<file path="src/rtl/t2mi_ts_mux.sv">
// t2mi_ts_mux: round-robin multiplexer of N_CH T2-MI byte streams into one
// 188-byte transport stream. Each packet carries its channel PID, a
// per-channel continuity counter, and a pointer field or a zero-length
// adaptation field chosen from the distance to the next T2-MI packet start.
// Empty slots are filled with null packets when NULL_INSERT=1.
module t2mi_ts_mux #(
    parameter int N_CH        = 2,
    parameter int LEVEL_W     = 12,
    parameter bit NULL_INSERT = 1'b1
) (
    input  logic                    CLK,
    input  logic                    RST,
    input  logic                    SLOT_EN,
    input  logic [8*N_CH-1:0]       CH_DATA,
    input  logic [LEVEL_W*N_CH-1:0] CH_LEVEL,
    input  logic [8*N_CH-1:0]       CH_SOP_DIST,
    input  logic [13*N_CH-1:0]      CH_PID,
    output logic [N_CH-1:0]         CH_RD_REQ,
    output logic [7:0]              DATA_OUT,
    output logic                    ENA_OUT,
    output logic                    PSYNC_OUT,
    output logic [2:0]              CH_SEL
);

    typedef enum logic [1:0] {
        ARB = 2'd0,
        HDR = 2'd1,
        PAY = 2'd2
    } state_t;

    localparam logic [LEVEL_W-1:0] READY_LEVEL = LEVEL_W'(184);
    localparam logic [2:0]         NULL_SEL    = 3'd7;

    state_t      state_q, state_d;
    logic [7:0]  cnt_q, cnt_d;
    logic [2:0]  rr_q, rr_d;
    logic [2:0]  grant_q, grant_d;
    logic        null_q, null_d;
    logic [12:0] pid_q, pid_d;
    logic [7:0]  dist_q, dist_d;
    logic [3:0]  cc_q [8];
    logic [3:0]  cc_d [8];
    logic [7:0]  data_q, data_d;
    logic        ena_q, ena_d;
    logic        psync_q, psync_d;
    logic [2:0]  sel_q, sel_d;

    logic [7:0]  data_arr_s [8];
    logic [7:0]  dist_arr_s [8];
    logic [12:0] pid_arr_s  [8];
    logic [7:0]  ready_s;
    logic        found_s;
    logic [2:0]  win_s;
    logic [3:0]  idx_s;
    logic        pusi_s;
    logic [1:0]  afc_s;
    logic        extra_s;
    logic [3:0]  cc_cur_s;
    logic        pay_read_s;

    // Unpack the per-channel buses into 8-entry arrays; unused lanes read as zero
    for (genvar gi = 0; gi < 8; gi++) begin : g_lane
        if (gi < N_CH) begin : g_used
            assign data_arr_s[gi] = CH_DATA[8*gi +: 8];
            assign dist_arr_s[gi] = CH_SOP_DIST[8*gi +: 8];
            assign pid_arr_s[gi]  = CH_PID[13*gi +: 13];
            assign ready_s[gi]    = (CH_LEVEL[LEVEL_W*gi +: LEVEL_W] >= READY_LEVEL);
        end else begin : g_unused
            assign data_arr_s[gi] = 8'd0;
            assign dist_arr_s[gi] = 8'd0;
            assign pid_arr_s[gi]  = 13'd0;
            assign ready_s[gi]    = 1'b0;
        end
    end

    // Round-robin search: first ready channel at or after the pointer, with wrap
    always_comb begin
        found_s = 1'b0;
        win_s   = 3'd0;
        idx_s   = 4'd0;
        for (int k = 0; k < N_CH; k++) begin
            idx_s = {1'b0, rr_q} + 4'(k);
            if (idx_s >= 4'(N_CH)) begin
                idx_s = idx_s - 4'(N_CH);
            end else begin
                idx_s = idx_s;
            end
            if (!found_s && ready_s[idx_s[2:0]]) begin
                found_s = 1'b1;
                win_s   = idx_s[2:0];
            end else begin
                found_s = found_s;
            end
        end
    end

    // Header fields derived from the latched distance; null packets use fixed fields
    always_comb begin
        pusi_s   = !null_q && (dist_q <= 8'd182);
        extra_s  = !null_q && (dist_q <= 8'd183);
        afc_s    = (!null_q && (dist_q == 8'd183)) ? 2'b11 : 2'b01;
        cc_cur_s = null_q ? 4'd0 : cc_q[grant_q];
    end

    // Packet sequencer: arbitration, header bytes, payload bytes, CC update
    always_comb begin
        state_d    = state_q;
        cnt_d      = cnt_q;
        rr_d       = rr_q;
        grant_d    = grant_q;
        null_d     = null_q;
        pid_d      = pid_q;
        dist_d     = dist_q;
        sel_d      = sel_q;
        data_d     = data_q;
        ena_d      = 1'b0;
        psync_d    = 1'b0;
        pay_read_s = 1'b0;
        for (int i = 0; i < 8; i++) begin
            cc_d[i] = cc_q[i];
        end
        if (SLOT_EN) begin
            case (state_q)
                ARB: begin
                    if (found_s) begin
                        grant_d = win_s;
                        null_d  = 1'b0;
                        pid_d   = pid_arr_s[win_s];
                        dist_d  = dist_arr_s[win_s];
                        sel_d   = win_s;
                        rr_d    = (win_s == 3'(N_CH - 1)) ? 3'd0 : (win_s + 3'd1);
                        data_d  = 8'h47;
                        ena_d   = 1'b1;
                        psync_d = 1'b1;
                        cnt_d   = 8'd1;
                        state_d = HDR;
                    end else if (NULL_INSERT) begin
                        null_d  = 1'b1;
                        pid_d   = 13'h1FFF;
                        dist_d  = 8'hFF;
                        sel_d   = NULL_SEL;
                        data_d  = 8'h47;
                        ena_d   = 1'b1;
                        psync_d = 1'b1;
                        cnt_d   = 8'd1;
                        state_d = HDR;
                    end else begin
                        state_d = ARB;
                    end
                end
                HDR: begin
                    ena_d = 1'b1;
                    cnt_d = cnt_q + 8'd1;
                    case (cnt_q)
                        8'd1:    data_d = {1'b0, pusi_s, 1'b0, pid_q[12:8]};
                        8'd2:    data_d = pid_q[7:0];
                        default: begin
                            data_d  = {2'b00, afc_s, cc_cur_s};
                            state_d = PAY;
                        end
                    endcase
                end
                PAY: begin
                    ena_d = 1'b1;
                    cnt_d = cnt_q + 8'd1;
                    if (null_q) begin
                        data_d = 8'hFF;
                    end else if ((cnt_q == 8'd4) && extra_s) begin
                        // pointer field, or adaptation_field_length 0 when d == 183
                        data_d = pusi_s ? dist_q : 8'h00;
                    end else begin
                        pay_read_s = 1'b1;
                        data_d     = data_arr_s[grant_q];
                    end
                    if (cnt_q == 8'd187) begin
                        cnt_d   = 8'd0;
                        state_d = ARB;
                        if (!null_q) begin
                            cc_d[grant_q] = cc_q[grant_q] + 4'd1;
                        end else begin
                            cc_d[grant_q] = cc_q[grant_q];
                        end
                    end else begin
                        state_d = PAY;
                    end
                end
                default: begin
                    cnt_d   = 8'd0;
                    state_d = ARB;
                end
            endcase
        end else begin
            state_d = state_q;
        end
    end

    // Pop strobe is combinational so the head byte is consumed in the deciding cycle
    always_comb begin
        CH_RD_REQ = {N_CH{1'b0}};
        for (int i = 0; i < N_CH; i++) begin
            CH_RD_REQ[i] = !RST && pay_read_s && (grant_q == 3'(i));
        end
    end

    // State and output registers with synchronous reset
    always_ff @(posedge CLK) begin
        if (RST) begin
            state_q <= ARB;
            cnt_q   <= 8'd0;
            rr_q    <= 3'd0;
            grant_q <= 3'd0;
            null_q  <= 1'b0;
            pid_q   <= 13'd0;
            dist_q  <= 8'd0;
            data_q  <= 8'd0;
            ena_q   <= 1'b0;
            psync_q <= 1'b0;
            sel_q   <= NULL_SEL;
            for (int i = 0; i < 8; i++) begin
                cc_q[i] <= 4'd0;
            end
        end else begin
            state_q <= state_d;
            cnt_q   <= cnt_d;
            rr_q    <= rr_d;
            grant_q <= grant_d;
            null_q  <= null_d;
            pid_q   <= pid_d;
            dist_q  <= dist_d;
            data_q  <= data_d;
            ena_q   <= ena_d;
            psync_q <= psync_d;
            sel_q   <= sel_d;
            for (int i = 0; i < 8; i++) begin
                cc_q[i] <= cc_d[i];
            end
        end
    end

    assign DATA_OUT  = data_q;
    assign ENA_OUT   = ena_q;
    assign PSYNC_OUT = psync_q;
    assign CH_SEL    = sel_q;

endmodule

</file>
<file path="config.mk">
export PLATFORM = sky130hd
export DESIGN_NAME = t2mi_ts_mux
export DESIGN_NICKNAME = d
export VERILOG_FILES = /design/src/rtl/t2mi_ts_mux.sv
export SDC_FILE = /design/constraint.sdc
export NUM_CORES = 1
export LEC_CHECK = 0
export CORE_AREA = 3 3 106 108
export DETAILED_ROUTE_END_ITERATION = 12
export DIE_AREA = 0 0 109 111
export PLACE_DENSITY_LB_ADDON = 0.25
export REMOVE_ABC_BUFFERS = 1
export SLEW_MARGIN = 20
export SYNTH_ARGS = -nofsm -noshare
export SYNTH_HDL_FRONTEND = slang
export SYNTH_SLANG_ARGS = --single-unit
</file>
<file path="constraint.sdc">
create_clock -name CLK -period 3.61 [get_ports CLK]
set_clock_uncertainty 0.15 [all_clocks]
set_input_delay 0.361 -clock CLK [delete_from_list [all_inputs] [get_ports CLK]]
set_output_delay 0.361 -clock CLK [all_outputs]
set_load 0.02 [all_outputs]
</file>
==> summary.txt <==
Setup path
  – Kind of critical path: reg -> reg
  – Critical Path RT: 3.76 ns
  – CP arrival: 3.17 ns
  – Worst-path fanout max: 8
  – Startpoint Class: flop
  – Crit end category: flop

Finish
  – # nets final: 662
  – Commonest cells after routing, fill and taps aside: 92 x clkdlybuf4s50_1, 86 x dfxtp_1, 65 x nor2_1
  – Commonest non-fill, non-tap cell in the layout: clkdlybuf4s50_1
  – # diodes: 0
  – Fraction of layout cells with a size suffix above 1: 0.118
  – Layout area overhead: 26.3%

Clocking
  – Clock root buffer: clkbuf_8
  – Worst-skew pair later-pin latency: 0.36 ns
  – Cts bufs inserted: 9
  – Post-CTS setup repair buffer count: 0
  – CTS tree: yes
  – Deepest clock path buffer count: 2
  – Post_cts resized: 0
  – H-tree Lvls: 3
  – Post-CTS Hold Fix Bufs: 0
  – Sink Count: 86
  – Clk slew on worst S/H paths: 0.09 ns

Route
  – Drt via density: 5.62
  – Final WL: 11,700 um
  – Drc violations: 0
  – Avg WL per Cell: 16.6 um
  – DRT Pass-1 Iters: 5
  – Initial DRC Count: 172
  – Detail Route Antenna Nets: 0
  – Vias post-DR: 3,954

Timing
  – Final Slew Violations: 0
  – Final hold violations: 0
  – Max frequency: 330 MHz
  – Tmin final: 3.03 ns
  – RSZ-0062 raised after global routing: no
  – Setup violators final: 0
  – TNS Setup: 0 ns
  – Slew margin rel.: 0.491
  – Final worst path period share: 0.838
  – PnR worst setup slack: 0.584 ns
  – Slew of the pin with the lowest slew margin: 0.764 ns

Global routing
  – Number of global-route vias before repair: 3,901
  – Total grt overflow: 0
  – Largest net degree at the start of global routing: 41
  – Gr usage total: 0.200
  – First-pass GRT wire length: 19,400 um
  – Initial antenna violation count: 0

Power and ir drop
  – Cell Pwr Density: 376 nW/um^2
  – Total power draw: 2180 uW
  – Peak supply drop: 0.000203 V
  – Static Leak: 0.00211 uW

Placed design
  – Final GP Congestion: 0.848
  – Setup Slack @ Placement: 0.648 ns
  – PortBufs: 93
  – DPL Wire Length: 8710 um

Min path
  – Hold crit path type: in -> reg

Floorplanning
  – Placement Rows: 37
  – IO Pins: 100
  – Die Span Y: 111 um
  – Initial core utilization: 0.446
  – Die ar.: 12,100 sq um
  – Core Box Area: 10,300 sq um
  – Die W: 109 um

Logic synthesis
  – Post-synth EDFFs: 0
  – Post-Syn Area per Cell: 9.56 sq um
  – Asr flop ratio synth: 0
  – Fraction of the yosys area taken by sequential cells: 0.374
  – Synthesized instance count: 481
  – Cell Area, Synth: 4600 sq um
  – Synth warnings: 0
  – Register bit total from synthesis: 86
  – Top_reg_cell synth: dfxtp_1
  – Cell variety after synth: 57

Job
  – Max-cap violations: 0

Status
  – Run status: completed
==> worst max-delay path, cell delays in order, from the launching register on <==
cell,delay (ns)
dfxtp_1,0.61
mux4_2,0.59
mux2i_2,0.30
inv_1,0.09
ha_1,0.20
nor2b_1,0.13
xnor2_1,0.58
nand3_1,0.15
a21oi_1,0.16
==> layer usage <==
metal / vias to the layer above / track usage / wire length (um)
met5: - / 0 / 0
met3: 18 / 0.0402 / 674
met4: 0 / 0.0598 / 152
met2: 114 / 0.323 / 5630
met1: 1888 / 0.268 / 5200
li1: 1934 / - / -
==> registers in the layout, summed over array words and instances (netlist names), 2 cells and up, named ones only <==
name / count
dist_q: 8
cnt_q: 8
pid_q: 13
rr_q: 3
DATA_OUT: 8
state_q: 2
cc_q: 32
CH_SEL: 3
grant_q: 3
==> cells by family (layout without fill, tap and decap cells) <==
group,Yosys count,count (layout),share of synthesized area
mux,71,71,0.181
fa+ha+maj,14,14,0.0381
compound gates,96,96,0.172
flops,86,86,0.374
simple gates,164,164,0.177
buf+inv,46,133,0.0479
xor+xnor,4,4,0.00925
==> cell type report <==
type                            instances  area (sq um)
Clock buffer                           10           138
Tap cell                              136           170
Fill cell                             944          4510
Timing Repair Buffer                  103          1000
Sequential cell                        86          1720
Multi-Input combinational cell        349          2660
Clock inverter                          6          70.1
Inverter                               14          52.6
==> per-stage QoR <==
stage / hold WS, ns / std cells / instance area [sq um] / utilization
6_report: 0.252 / 704 / 5810 / 0.563
5_1_grt: 0.266 / 704 / 5810 / 0.563
4_1_cts: 0.238 / 704 / 5810 / 0.563
3_5_place_dp: 0.304 / 688 / 5600 / 0.543
3_3_place_gp: 0.306 / 688 / 5600 / 0.543
2_1_floorplan: 0.276 / 449 / 4430 / -
==> worst paths after layout <==
check,slack [ns],startpoint,end,depth (start not counted)
worst min-delay path,0.25,RST,cnt_q[1],2
worst max register to register,0.58,flop,cc_q[5][2],8
worst min register to register,0.33,cc_q[1][3],cc_q[1][3],2
worst max-delay path,0.58,flop,cc_q[5][2],8
==> Yosys cell counts (all sizes together), types with 2 or more instances <==
cell,number,share of area
a211o,2,0.0038
a211oi,24,0.059
a21oi,15,0.016
a221o,4,0.0087
a221oi,3,0.0057
a22oi,5,0.0082
a311oi,7,0.013
a31oi,3,0.0041
a41oi,2,0.0038
and2,3,0.0041
and3,6,0.0082
buf,14,0.022
clkbuf,18,0.015
dfxtp,86,0.37
ha,14,0.038
inv,14,0.011
mux2,6,0.015
mux2i,57,0.13
mux4,8,0.039
nand2,17,0.014
nand2b,16,0.022
nand3,14,0.015
nand3b,6,0.0098
nand4,6,0.0082
nor2,65,0.053
nor2b,4,0.0054
nor3,18,0.023
nor4,7,0.011
o211ai,2,0.0033
o21a,2,0.0033
o21ai,9,0.0098
o21bai,4,0.0065
o221ai,3,0.0057
o22ai,4,0.0054
xnor2,2,0.0038
xor2,2,0.0054
==> power by group <==
part / switching [uW] / leakage, uW / total [uW] / internal, uW
sequential: 44.2 / 0.000701 / 1040 / 996
combinational: 224 / 0.00131 / 445 / 221
clock: 356 / 0.0000951 / 698 / 342
(Power assumes the default switching activity.)
